`src/rtl/dsp_seq_pkg.sv`:
```
// Shared types and constants for the DSP OPMODE sequencer.
//   seq_state_t  : sequencer FSM state
//   seq_entry_t  : one program entry {op, cnt} at the default repeat width
//   IDLE_OP_DEF  : OPMODE value driven while no run is in progress
package dsp_seq_pkg;

  localparam int          SEQ_CNTW    = 8;
  localparam logic [7:0]  IDLE_OP_DEF = 8'h00;

  typedef enum logic [1:0] {
    IDLE = 2'd0,
    RUN  = 2'd1,
    FIN  = 2'd2
  } seq_state_t;

  typedef struct packed {
    logic [7:0]          op;
    logic [SEQ_CNTW-1:0] cnt;
  } seq_entry_t;

endpackage

```
`src/rtl/opmode_prog_mem.sv`:
```
// Program store for the OPMODE sequencer: DEPTH x W register file.
//   clk, rst_n : clock, async active-low clear (all entries to zero)
//   we, waddr, wdata : synchronous write port
//   raddr, rdata     : combinational read port
module opmode_prog_mem #(
  parameter int DEPTH = 8,
  parameter int W     = 16
) (
  input  logic                     clk,
  input  logic                     rst_n,
  input  logic                     we,
  input  logic [$clog2(DEPTH)-1:0] waddr,
  input  logic [W-1:0]             wdata,
  input  logic [$clog2(DEPTH)-1:0] raddr,
  output logic [W-1:0]             rdata
);

  logic [W-1:0] mem [DEPTH];

  always_ff @(posedge clk or negedge rst_n) begin
    if (!rst_n) begin
      for (int i = 0; i < DEPTH; i++) mem[i] <= '0;
    end else if (we) begin
      mem[waddr] <= wdata;
    end
  end

  assign rdata = mem[raddr];

endmodule

```
`src/rtl/dsp_opmode_sequencer.sv`:
```
// Programmable OPMODE sequencer for a DSP48A1-style slice.
// A host loads (opmode, repeat) entries, pulses START, and each entry's
// opmode is issued for repeat+1 cycles on OPMODE with CEOPMODE high.
//   CLK, RSTN            : clock, async active-low reset
//   WE, WADDR, WOP, WCNT : program-entry write (accepted only while idle)
//   LASTIDX              : final entry index of the run, sampled at START
//   START, ABORT         : begin run / terminate run immediately
//   OPMODE, CEOPMODE     : registered drive into the slice
//   BUSY, DONE, IDX      : run status, completion pulse, current entry
//
// state | meaning
// IDLE  | waiting for START; program writes accepted
// RUN   | issuing mem[IDX].op, counting down its repeat
// FIN   | one-cycle DONE pulse, then back to IDLE
module dsp_opmode_sequencer
  import dsp_seq_pkg::*;
#(
  parameter int         DEPTH   = 8,
  parameter int         CNTW    = 8,
  parameter logic [7:0] IDLE_OP = IDLE_OP_DEF
) (
  input  logic                     CLK,
  input  logic                     RSTN,
  input  logic                     WE,
  input  logic [$clog2(DEPTH)-1:0] WADDR,
  input  logic [7:0]               WOP,
  input  logic [CNTW-1:0]          WCNT,
  input  logic [$clog2(DEPTH)-1:0] LASTIDX,
  input  logic                     START,
  input  logic                     ABORT,
  output logic [7:0]               OPMODE,
  output logic                     CEOPMODE,
  output logic                     BUSY,
  output logic                     DONE,
  output logic [$clog2(DEPTH)-1:0] IDX
);

  localparam int AW = $clog2(DEPTH);
  localparam int EW = 8 + CNTW;

  seq_state_t    state, state_n;
  logic [AW-1:0] idx, idx_n, last, last_n;
  logic [CNTW-1:0] cnt, cnt_n;
  logic [7:0]    op, op_n;
  logic          ce, ce_n, busy, busy_n, done, done_n;

  logic          mem_we;
  logic [AW-1:0] rd_addr;
  logic [EW-1:0] mem_rdata, rd_entry;
  logic [7:0]    rd_op;
  logic [CNTW-1:0] rd_cnt;

  assign mem_we = WE && (state == IDLE);

  opmode_prog_mem #(.DEPTH(DEPTH), .W(EW)) u_mem (
    .clk   (CLK),
    .rst_n (RSTN),
    .we    (mem_we),
    .waddr (WADDR),
    .wdata ({WOP, WCNT}),
    .raddr (rd_addr),
    .rdata (mem_rdata)
  );

  // Read address is the entry that will be issued next: entry 0 when a run
  // starts, idx+1 when the current entry expires.
  always_comb begin
    rd_addr = idx;
    if (state == IDLE)
      rd_addr = '0;
    else if (state == RUN && cnt == '0)
      rd_addr = idx + AW'(1);
  end

  // A write in the START cycle is forwarded so the run sees the new entry.
  always_comb begin
    rd_entry = mem_rdata;
    if (mem_we && WADDR == rd_addr)
      rd_entry = {WOP, WCNT};
  end

  assign rd_op  = rd_entry[EW-1:CNTW];
  assign rd_cnt = rd_entry[CNTW-1:0];

  always_comb begin
    state_n = state;
    idx_n   = idx;
    last_n  = last;
    cnt_n   = cnt;
    op_n    = op;
    ce_n    = ce;
    busy_n  = busy;
    done_n  = 1'b0;

    if (ABORT) begin
      state_n = IDLE;
      idx_n   = '0;
      op_n    = IDLE_OP;
      ce_n    = 1'b0;
      busy_n  = 1'b0;
    end else begin
      unique case (state)
        IDLE: begin
          if (START) begin
            state_n = RUN;
            idx_n   = '0;
            last_n  = LASTIDX;
            cnt_n   = rd_cnt;
            op_n    = rd_op;
            ce_n    = 1'b1;
            busy_n  = 1'b1;
          end
        end
        RUN: begin
          if (cnt != '0) begin
            cnt_n = cnt - CNTW'(1);
          end else if (idx == last) begin
            state_n = FIN;
            op_n    = IDLE_OP;
            ce_n    = 1'b0;
            busy_n  = 1'b0;
            done_n  = 1'b1;
          end else begin
            idx_n = idx + AW'(1);
            cnt_n = rd_cnt;
            op_n  = rd_op;
          end
        end
        FIN: begin
          state_n = IDLE;
        end
        default: begin
          state_n = IDLE;
          op_n    = IDLE_OP;
          ce_n    = 1'b0;
          busy_n  = 1'b0;
        end
      endcase
    end
  end

  always_ff @(posedge CLK or negedge RSTN) begin
    if (!RSTN) begin
      state <= IDLE;
      idx   <= '0;
      last  <= '0;
      cnt   <= '0;
      op    <= IDLE_OP;
      ce    <= 1'b0;
      busy  <= 1'b0;
      done  <= 1'b0;
    end else begin
      state <= state_n;
      idx   <= idx_n;
      last  <= last_n;
      cnt   <= cnt_n;
      op    <= op_n;
      ce    <= ce_n;
      busy  <= busy_n;
      done  <= done_n;
    end
  end

  assign OPMODE   = op;
  assign CEOPMODE = ce;
  assign BUSY     = busy;
  assign DONE     = done;
  assign IDX      = idx;

endmodule

```
`config.mk`:
```
export PLATFORM = sky130hd
export DESIGN_NAME = dsp_opmode_sequencer
export DESIGN_NICKNAME = d
export VERILOG_FILES = /design/src/rtl/dsp_seq_pkg.sv /design/src/rtl/opmode_prog_mem.sv /design/src/rtl/dsp_opmode_sequencer.sv
export SDC_FILE = /design/constraint.sdc
export NUM_CORES = 1
export LEC_CHECK = 0
export ABC_AREA = 1
export ABC_CLOCK_PERIOD_IN_PS = 1900
export CAP_MARGIN = 20
export CORE_MARGIN = 2
export CORE_UTILIZATION = 42
export CTS_CLUSTER_DIAMETER = 50
export CTS_CLUSTER_SIZE = 10
export DETAILED_ROUTE_END_ITERATION = 12
export PLACE_DENSITY = 0.69
export SYNTH_ARGS = -nofsm -noshare
export SYNTH_HDL_FRONTEND = slang
export SYNTH_SLANG_ARGS = --single-unit
```
`constraint.sdc`:
```
create_clock -name CLK -period 1.9 [get_ports CLK]
set_input_delay 0.38 -clock CLK [delete_from_list [all_inputs] [get_ports CLK]]
set_output_delay 0.38 -clock CLK [all_outputs]
set_load 0.02 [all_outputs]
```
# After elaboration in Yosys (flattened, before gate mapping)
# Index checks and enable logic that the tools add are counted.
# Widths: inputs -> output; s select.
# totals
register_bits	154
latch_bits	0
ramBits	0
romBits	0
in_bits	27
output_inout_bits	14
elab_cells	86
mem_count	0
# op_classes
addsub	2
mul	0
n_div	0
n_lt_le_gt_ge	3
n_eq_ne	11
shift	0
n_mux	37
bitwise_logic	3
reduce_logical	15
# ops
operator	count
$bwmux 128	1
$mux 16	4
$mux 8	7
$bmux 16 s3	1
$demux 16 s3	1
$pmux 8 s3	1
$mux 3	6
$pmux 8 s2	1
$ne 3x3->1 const B	4
$reduce_and 4->1	3
$reduce_and 3->1	3
$ge 4x4->1 const B	2
$logic_not 8->1	1
$mux 1	8
$mux 2	4
$not 3->4	2
$reduce_bool 8->1	1
$sub 8x1->8 const B	1
$eq 3x3->1	2
$pmux 3 s2	1
$logic_and 1x1->1	4
$lt 4x1->1 const B	1
$ne 2x2->1 const B	2
$pmux 2 s2	1
other kinds (9)	9

# Longest topological paths before layout
# Gate-level depths: netlist (run 1).
# depth
word_depth	13
ltp_mapped	15
ltp_nobuf	14

# Cells and area by module
# A second synthesis (run 1) with hierarchy kept.
# unflattened
hier_cells	1102
hier_area_um2	8155.3
# by_module_without_submodules
module	instances	cells_per_inst	area_each_um2	seq_area_each_um2
opmode_prog_mem	1	867	6277.3	3203.1
dsp_opmode_sequencer	1	235	1878.1	650.6

# Worst setup path before layout (run 1)
# Ideal clock, no wire load.
# synth_timing
path_type	register to register
start	register cnt[0]
end	register op[0] (netlist: OPMODE[0])
setup_ns	0.117
t_arrival_ns	1.735
required_ns	1.783
path_slack_ns	0.048
stages_incl_launch_ff	13
n_path_buf	1
synth_period_minus_slack_ns	1.852
path_cell_list	dfrtp_1 inv_1 ha_1 nand2_1 nor2_4 nand3_2 nand3_4 clkbuf_1 o211ai_1 nand3_1 nand3_1 nand2_1 nand2_1
# synth_between
elab_chain_len	13
word_cells_on_any_way	19
cone_classes	eq/ne (2); mux (11); bitwise (1); reduce/logical (5)
# synth_lines
element	line_no	source
from (decl)	dsp_opmode_sequencer.sv:43	logic [CNTW-1:0] cnt, cnt_n;
from (signal assigned)	dsp_opmode_sequencer.sv:156	cnt <= cnt_n;
$logic_not 8->1	dsp_opmode_sequencer.sv:71	else if (state == RUN && cnt == '0)
$logic_and 1x1->1	dsp_opmode_sequencer.sv:71	
$mux 3	dsp_opmode_sequencer.sv:71	
$mux 3	dsp_opmode_sequencer.sv:69	if (state == IDLE)
$not 3->4 (not written as such)	opmode_prog_mem.sv:28	assign rdata = mem[raddr];
$bmux 16 s3	opmode_prog_mem.sv:28	
$mux 16 (not written as such) (2 in series)	opmode_prog_mem.sv:28	
$mux 16	dsp_opmode_sequencer.sv:78	if (mem_we && WADDR == rd_addr)
$mux 8	dsp_opmode_sequencer.sv:117	end else if (idx == last) begin
$mux 8	dsp_opmode_sequencer.sv:115	if (cnt != '0) begin
$pmux 8 s3	dsp_opmode_sequencer.sv:102	unique case (state)
$mux 8	dsp_opmode_sequencer.sv:95	if (ABORT) begin
to (signal assigned)	dsp_opmode_sequencer.sv:157	op <= op_n;
to (decl)	dsp_opmode_sequencer.sv:44	logic [7:0] op, op_n;
# Parallel ways exist; a longest one is shown, timed or not. The select of a mux whose other input is x is not followed.
# A chain may end at the register's enable or synchronous reset.

# Worst setup path after layout (run 1)
# layout_timing
start	register cnt[0]
end	register cnt[3]
# layout_between
elab_chain_len	12
word_cells_on_any_way	19
cone_classes	add/sub (1); eq/ne (2); mux (10); bitwise (1); reduce/logical (5)
# layout_lines
element	line_no
$logic_not 8->1	dsp_opmode_sequencer.sv:71
$logic_and 1x1->1	dsp_opmode_sequencer.sv:71
$mux 3	dsp_opmode_sequencer.sv:71
$mux 3	dsp_opmode_sequencer.sv:69
$not 3->4 (not written as such)	opmode_prog_mem.sv:28
$bmux 16 s3	opmode_prog_mem.sv:28
$mux 16 (not written as such) (2 in series)	opmode_prog_mem.sv:28
$mux 16	dsp_opmode_sequencer.sv:78
$mux 8	dsp_opmode_sequencer.sv:117
$mux 8	dsp_opmode_sequencer.sv:115
$pmux 8 s2	dsp_opmode_sequencer.sv:102
# Parallel ways exist; a longest one is shown, timed or not. The select of a mux whose other input is x is not followed.

==> impl_metrics.yaml, run 1 <==
status:
  status: "complete, but fails checks"
  violations: "setup timing"
synth:
  synth_warnings: 0
  synth_top_cell_area_share_pct: 50.22
  yosysMostFrequentCell: "nand2_1"
  synth_area_leaders: "dfrtp_1, nand2_1, o21ai_0, nand3_1, inv_1"
  netlist_instances: 980
  ys_ff_latch: 154
  synthFlopType: "dfrtp_1"
  synth-edff-count: 0
  synth_cell_types: 32
  synth_area_mm2: 0.007674
  yosysTopAreaCell: "dfrtp_1"
  yosysSeqAreaShare_pct: 50.22
  synth_common_cells: "nand2_1, dfrtp_1, o21ai_0"
  avgSynthCellArea_um2: 7.830
  async_flop_share_pct: 100.0
  synthesis.nets: 1010
placement:
  place_worst_setup_slack_ps: -159.0
  dpl.hpwl_um: 13400
  gp_congestion: 0.8406
  port_buffers: 40
  placedCellCount: 1253
routing:
  drc_errors: 0
  wl_um: 22400
  dr.pass1.iters: 5
  viasPerCell: 5.434
  detail-route-antenna-nets: 0
  vias: 7081
  wire_per_inst_um: 17.19
  first_iter_violations: 601
critical_path:
  cp_num_cells: 16
  critical_path_class: "reg -> reg"
  crit_path_max_incr_delay_ps: 380
  cp_top_family: "simple AND/OR/NAND/NOR gates"
  arrival_ps: 2400
  crit_buf_inv: 4
  crit_path_end: "cnt[3]$_DFFE_PN0P_"
  crit_required_ps: 2230
  start_kind: "register"
  rrSetupSlack_ps: -170
  worst_path_most_repeated_cell: "nand2_1"
  cp_max_fo: 10
  reg2reg_from: "cnt[0]$_DFFE_PN0P_"
  cp-startpoint: "cnt[0]$_DFFE_PN0P_"
  r2r_end: "cnt[3]$_DFFE_PN0P_"
  worstRegToRegCells: 16
  path_cells: "inv_2 -> ha_4 -> nand2_2 -> nor2_4 -> buf_4 -> nand3_4 -> nand3_4 -> buf_4 -> buf_16 -> nand2_1 -> nand3_1 -> nand3_1 -> nand3_1 -> nand2_1 -> nand2_1 -> nand2_1"
  cp-end-kind: "register"
  crit_slowest_cell: "dfrtp_1"
global_routing:
  overflow: 0
  grt_usage_pct: 23.65
  antenna_found_initial: 0
  grt_max_degree: 48
  grt_first_pass_wirelength_um: 35890
  grt_pass1_vias: 6830
sta:
  slew_headroom_pct: 67.22
  setup-tns-final_ps: -1488
  maxSlewViolCount: 0
  period_share_pct: 109.1
  fin_skew_ps: 8.668
  final-hold-violation-count: 0
  max_slew.worst_pin.slew_ps: 491.8
  setup_ws_ps: -172.1
  fin_hold_ws_ps: 439.2
  post-route-min-period_ps: 2072
  setup_viol: 16
  max_freq_mhz: 482.6
  grt_setup_unrepaired: "true"
power:
  power_density_mw_per_mm2: 1580
  p_seq_share_pct: 36.0
  p_leak_nw: 4.753
  pwr-share-comb_pct: 40.9
  vdd_ir_drop_max_mv: 0.8013
  p_clk_share_pct: 23.2
  total_power_w: 0.01551
  power.switching_w: 0.005775
  intPower_w: 0.009740
  switching_share_pct: 37.22
worst_hold_path:
  hp-class: "in -> async"
finish:
  syn_to_final_growth_pct: 27.93
  drive_gt1_share_pct: 13.97
  fin_cells: 1303
  diodes: 0
  nNetsFinal: 1093
die:
  initial_core_util_pct: 42.72
  fp.dieW_um: 139.2
  rows: 49
  design.core.area_mm2: 0.01796
  ios: 41
  die_h_um: 139.2
  die-area_mm2: 0.01937
clocking:
  clk_latency_ps: 440
  cts.sinks: 154
  cts_made_buffers: 17
  cts_tree: "built"
  clkTransAtPathRegs_ps: 60
  cts_root_buf: "clkbuf_16"
  clockBufferDepth: 2
  htree_levels: 4
run:
  cap_viol_max_count: 0
## worst reg2reg max path, stage by stage, from the launching register on
cell	delay [ps]
dfrtp_1	380
inv_2	80
ha_4	130
nand2_2	60
nor2_4	130
buf_4	140
nand3_4	100
nand3_4	150
buf_4	150
buf_16	120
nand2_1	60
nand3_1	90
nand3_1	120
nand3_1	100
nand2_1	60
nand2_1	50
nand2_1	40
## how the worst min path moves through the flow
stage | slack, ps | startpoint | endpoint | depth (start not counted)
4_1_cts | 460 | RSTN | u_mem.mem[86]$_DFFE_PN0P_ | 2
3_5_place_dp | 360 | RSTN | u_mem.mem[70]$_DFFE_PN0P_ | 1
3_3_place_gp | 360 | RSTN | u_mem.mem[38]$_DFFE_PN0P_ | 1
6_report | 440 | RSTN | u_mem.mem[86]$_DFFE_PN0P_ | 2
5_1_grt | 490 | RSTN | u_mem.mem[53]$_DFFE_PN0P_ | 2
2_1_floorplan | 80 | RSTN | BUSY$_DFFE_PN0P_ | 0
## repair_timing
action	CTS	global route
hold buffers	1	0
hold endpoints to repair	43	0
gates cloned	5	2
setup buffers	8	6
gates resized for setup	35	9
pin swaps	24	7
setup endpoints to repair	19	75
## cells in the final DEF, fill, tap and decap left out, types with 18 or more instances in the layout
cell / Yosys / layout
buf_12: 0 / 18
buf_4: 4 / 46
clkbuf_16: 0 / 19
clkdlybuf4s50_1: 0 / 36
dfrtp_1: 154 / 154
inv_1: 117 / 115
nand2_1: 263 / 260
nand3_1: 103 / 97
nand4_1: 37 / 37
nor2_1: 55 / 53
o21ai_0: 118 / 118
## power by group through the flow
stage | Clock [W] | Sequential [W] | Combinational [W]
floorplan | 0 | 0.00553 | 0.00369
global placement | 0 | 0.00553 | 0.00549
detailed placement | 0 | 0.00557 | 0.00564
CTS | 0.00363 | 0.00555 | 0.00600
global route | 0.00379 | 0.00574 | 0.00710
finish | 0.00360 | 0.00558 | 0.00634
## sequential cells by signal, indices dropped and copies added (netlist names)
signal and cells:
state 2, last 3, OPMODE 8, DONE 1, IDX 3, cnt 8, u_mem.mem 128, BUSY 1
## cell families after synthesis
group / after synthesis / synth area share [%]
fa+ha+maj: 3 / 0.4892
mux: 3 / 0.4402
xor+xnor: 7 / 0.7990
compound gates: 160 / 11.32
buf+inv: 178 / 9.343
simple gates: 475 / 27.39
flops: 154 / 50.22
## layout make-up
| type | instances | area (um^2) |
|---|---|---|
| multi-input combinational | 649 | 3219 |
| sequential | 154 | 3854 |
| fill | 1647 | 8147 |
| tap | 229 | 286.5 |
| clock inverter | 12 | 173.9 |
| inverter | 123 | 471.7 |
| clock buffer | 18 | 439.2 |
| timing repair buffer | 118 | 1373 |
## per-layer routing
metal  vias to the layer above  global-route usage, %  wire, um
li1                       3345                      -         -
met1                      3374                  31.81      9569
met2                       301                  37.88     10530
met3                        61                  4.316      1650
met4                         0                  9.888       652
met5                         -                      0         0
## per-stage QoR
step | util [%] | instance area [um^2]
after global routing | 54.65 | 9817
final | 54.65 | 9817
after CTS | 53.94 | 9689
after detailed placement | 48.92 | 8787
after floorplan | - | 7674
after global placement | 48.92 | 8787
No activity file was read; power rests on OpenSTA's default activity.
==> run 2, diff against run 1 <==
Settings changed: ABC_AREA 1 to unset.
==> run 2 against run 1 <==
  * The flow still finishes with violations (setup timing)
  * Sequential share of layout area fell by 1.4 points
  * First-iteration DRC count grew 4.7%
  * Maximum frequency decreased by 22%
  * Clock-buffer cell count is 1 higher
  * Core utilization is 2.4 points higher
  * Combinational power shrank 64%
  * Via count decreased by 10%
  * Die area fell by 1.1%
  * Synthesized area fell by 1.2%
  * Critical path type unchanged
  * Critical endpoint is now cnt[6]$_DFFE_PN0P_
  * Largest power group is now registers
==> impl_metrics.yaml, run 2 <==
status:
  status: "complete, but fails checks"
  violations: "setup timing"
synth:
  synth_area_leaders: "dfrtp_1, mux2_2, nand2_1, and3_1, a211oi_1"
  synth_cell_types: 61
  synthesis.nets: 727
  synth_common_cells: "dfrtp_1, mux2_2, nand2_1"
  synth_warnings: 0
  async_flop_share_pct: 100.0
  synth_area_mm2: 0.007584
  yosysSeqAreaShare_pct: 50.82
  synthFlopType: "dfrtp_1"
  yosysMostFrequentCell: "dfrtp_1"
  synth-edff-count: 0
  synth_top_cell_area_share_pct: 50.82
  netlist_instances: 697
  yosysTopAreaCell: "dfrtp_1"
  ys_ff_latch: 154
  avgSynthCellArea_um2: 10.88
finish:
  seqCellArea_mm2: 0.003856
  syn_to_final_growth_pct: 34.24
  final_cell_mix: "dfrtp_1, nand2_1, buf_4"
  multi_input_area_mm2: 0.003812
  nNetsFinal: 863
  final_common_cell: "dfrtp_1"
  fin_cells: 1075
  diodes: 0
  top_register: "u_mem.mem"
  drive_gt1_share_pct: 37.94
  fin_area_mm2: 0.01018
  nFillCells: 1498
  largest_register_ffs: 128
die:
  initial_core_util_pct: 42.51
  ios: 41
  die-area_mm2: 0.01915
  die_h_um: 138.4
  rows: 49
  fp.dieW_um: 138.4
  design.core.area_mm2: 0.01784
placement:
  place_worst_setup_slack_ps: -706.7
  placed_cell_area_mm2: 0.009201
  placedCellCount: 1031
  dpl.hpwl_um: 14800
  port_buffers: 40
  gp_congestion: 0.9097
global_routing:
  grt_usage_pct: 25.02
  overflow: 0
  grt_max_degree: 47
  antenna_found_initial: 0
  grt_pass1_vias: 6598
  grt_first_pass_wirelength_um: 36910
sta:
  fin_skew_ps: 9.659
  setup-tns-final_ps: -14620
  slew_headroom_pct: 64.57
  max_slew.worst_pin.slew_ps: 531.4
  final-hold-violation-count: 0
  setup_ws_ps: -756.3
  period_share_pct: 139.8
  maxSlewViolCount: 0
  post-route-min-period_ps: 2656
  grt_setup_unrepaired: "true"
  max_freq_mhz: 376.5
  setup_viol: 83
critical_path:
  cp-end-kind: "register"
  path_cells: "inv_2 -> ha_4 -> or4b_4 -> or4_4 -> and3_4 -> buf_4 -> nor2_2 -> buf_6 -> a32oi_1 -> a31o_2"
  crit_required_ps: 2220
  arrival_ps: 2970
  crit_path_max_incr_delay_ps: 510
  cp_top_family: "simple AND/OR/NAND/NOR gates"
  start_kind: "register"
  cp-startpoint: "cnt[1]$_DFFE_PN0P_"
  reg2reg_from: "cnt[1]$_DFFE_PN0P_"
  critical_path_class: "reg -> reg"
  crit_buf_inv: 3
  cp_max_fo: 6
  crit_slowest_cell: "or4b_4"
clocking:
  cts.sinks: 154
  cts_made_buffers: 17
  clk_latency_ps: 430
  clkTransAtPathRegs_ps: 70
  cts_tree: "built"
  htree_levels: 4
  clockBufferDepth: 2
  cts_root_buf: "clkbuf_16"
power:
  p_leak_nw: 4.551
  vdd_ir_drop_max_mv: 0.6896
  power_density_mw_per_mm2: 996.8
routing:
  detail-route-antenna-nets: 0
  dr.pass1.iters: 5
  vias: 6362
  wl_um: 23670
  viasPerCell: 5.918
  first_iter_violations: 629
  drc_errors: 0
  wire_per_inst_um: 22.02
worst_hold_path:
  hp-class: "in -> async"
run:
  cap_viol_max_count: 0
==> run 2: changes by cell type after synthesis, moves of 36 or more <==
cell     before  now
nand2_1     263  111
mux2_2        3  115
inv_1       117    7
o21ai_0     118   21
nand3_1     103   20
nor2_1       55   18
nand4_1      37    1
==> run 2: power by group <==
group,internal [W],switching (W),leakage (nW)
clock,0.00184,0.00147,0.274
sequential,0.00405,0.000485,1.89
combinational,0.00130,0.00101,2.39
==> run 2: metal layers <==
| layer | global-route usage (%) | vias to the layer above | routed length [um] |
|---|---|---|---|
| met1 | 33.57 | 3222 | 10120 |
| met3 | 5.958 | 55 | 1671 |
| met4 | 9.774 | 0 | 775 |
| met2 | 39.53 | 267 | 11100 |
| met5 | 0 | - | 0 |
| li1 | - | 2818 | - |
==> run 2: worst paths after layout <==
kind / endpoint / slack, ps / cells past startpoint
worst max-delay path: cnt[6]$_DFFE_PN0P_ / -760 / 10
worst min-delay path: last[2]$_DFFE_PN0P_ / 480 / 2
worst max register to register: cnt[6]$_DFFE_PN0P_ / -760 / 10
worst min register to register: u_mem.mem[117]$_DFFE_PN0P_ / 480 / 2
max in group asynchronous: u_mem.mem[80]$_DFFE_PN0P_ / 780 / 3
min in group CLK: u_mem.mem[117]$_DFFE_PN0P_ / 480 / 2
==> run 2: through the flow <==
step                      util, %  power (W)  hold WS [ps]
after CTS                   56.58    0.01014         478.7
after global placement      51.57   0.006544         363.0
after floorplan                 -   0.005735         84.41
final                       57.06    0.01015         477.3
after detailed placement    51.57   0.006676         372.2
after global routing        57.06    0.01059         499.3
==> run 2: kinds of logic after synthesis <==
| group | after synthesis | share of synthesized area [%] |
|---|---|---|
| mux | 126 | 18.69 |
| flops | 154 | 50.82 |
| simple gates | 218 | 13.79 |
| fa+ha+maj | 3 | 0.4950 |
| buf+inv | 60 | 3.349 |
| xor+xnor | 3 | 0.3465 |
| compound gates | 133 | 12.51 |
==> run 2: worst reg2reg max path: stages, from the launching register on <==
cell     delay, ps
dfrtp_1        390
inv_2           90
ha_4           150
or4b_4         520
or4_4          490
and3_4         230
buf_4          150
nor2_2         110
buf_6          110
a32oi_1         60
a31o_2         260
==> run 2: timing repair <==
| action | 4_1_cts | 5_1_grt |
|---|---|---|
| cloned | 3 | 1 |
| resized for setup | 57 | 17 |
| hold buffers | 1 | 0 |
| pin swaps | 3 | 4 |
| buffers inserted | 5 | 5 |
| endpoints found under the setup margin | 97 | 132 |
| endpoints found under the hold margin | 42 | 0 |
==> run 2: cell type report <==
cell class | count | area share [%]
clock inverter | 13 | 1.303
multi-input combinational | 484 | 37.45
tap | 229 | 2.815
clock buffer | 19 | 4.253
inverter | 7 | 0.2581
timing repair buffer | 169 | 16.04
sequential | 154 | 37.88
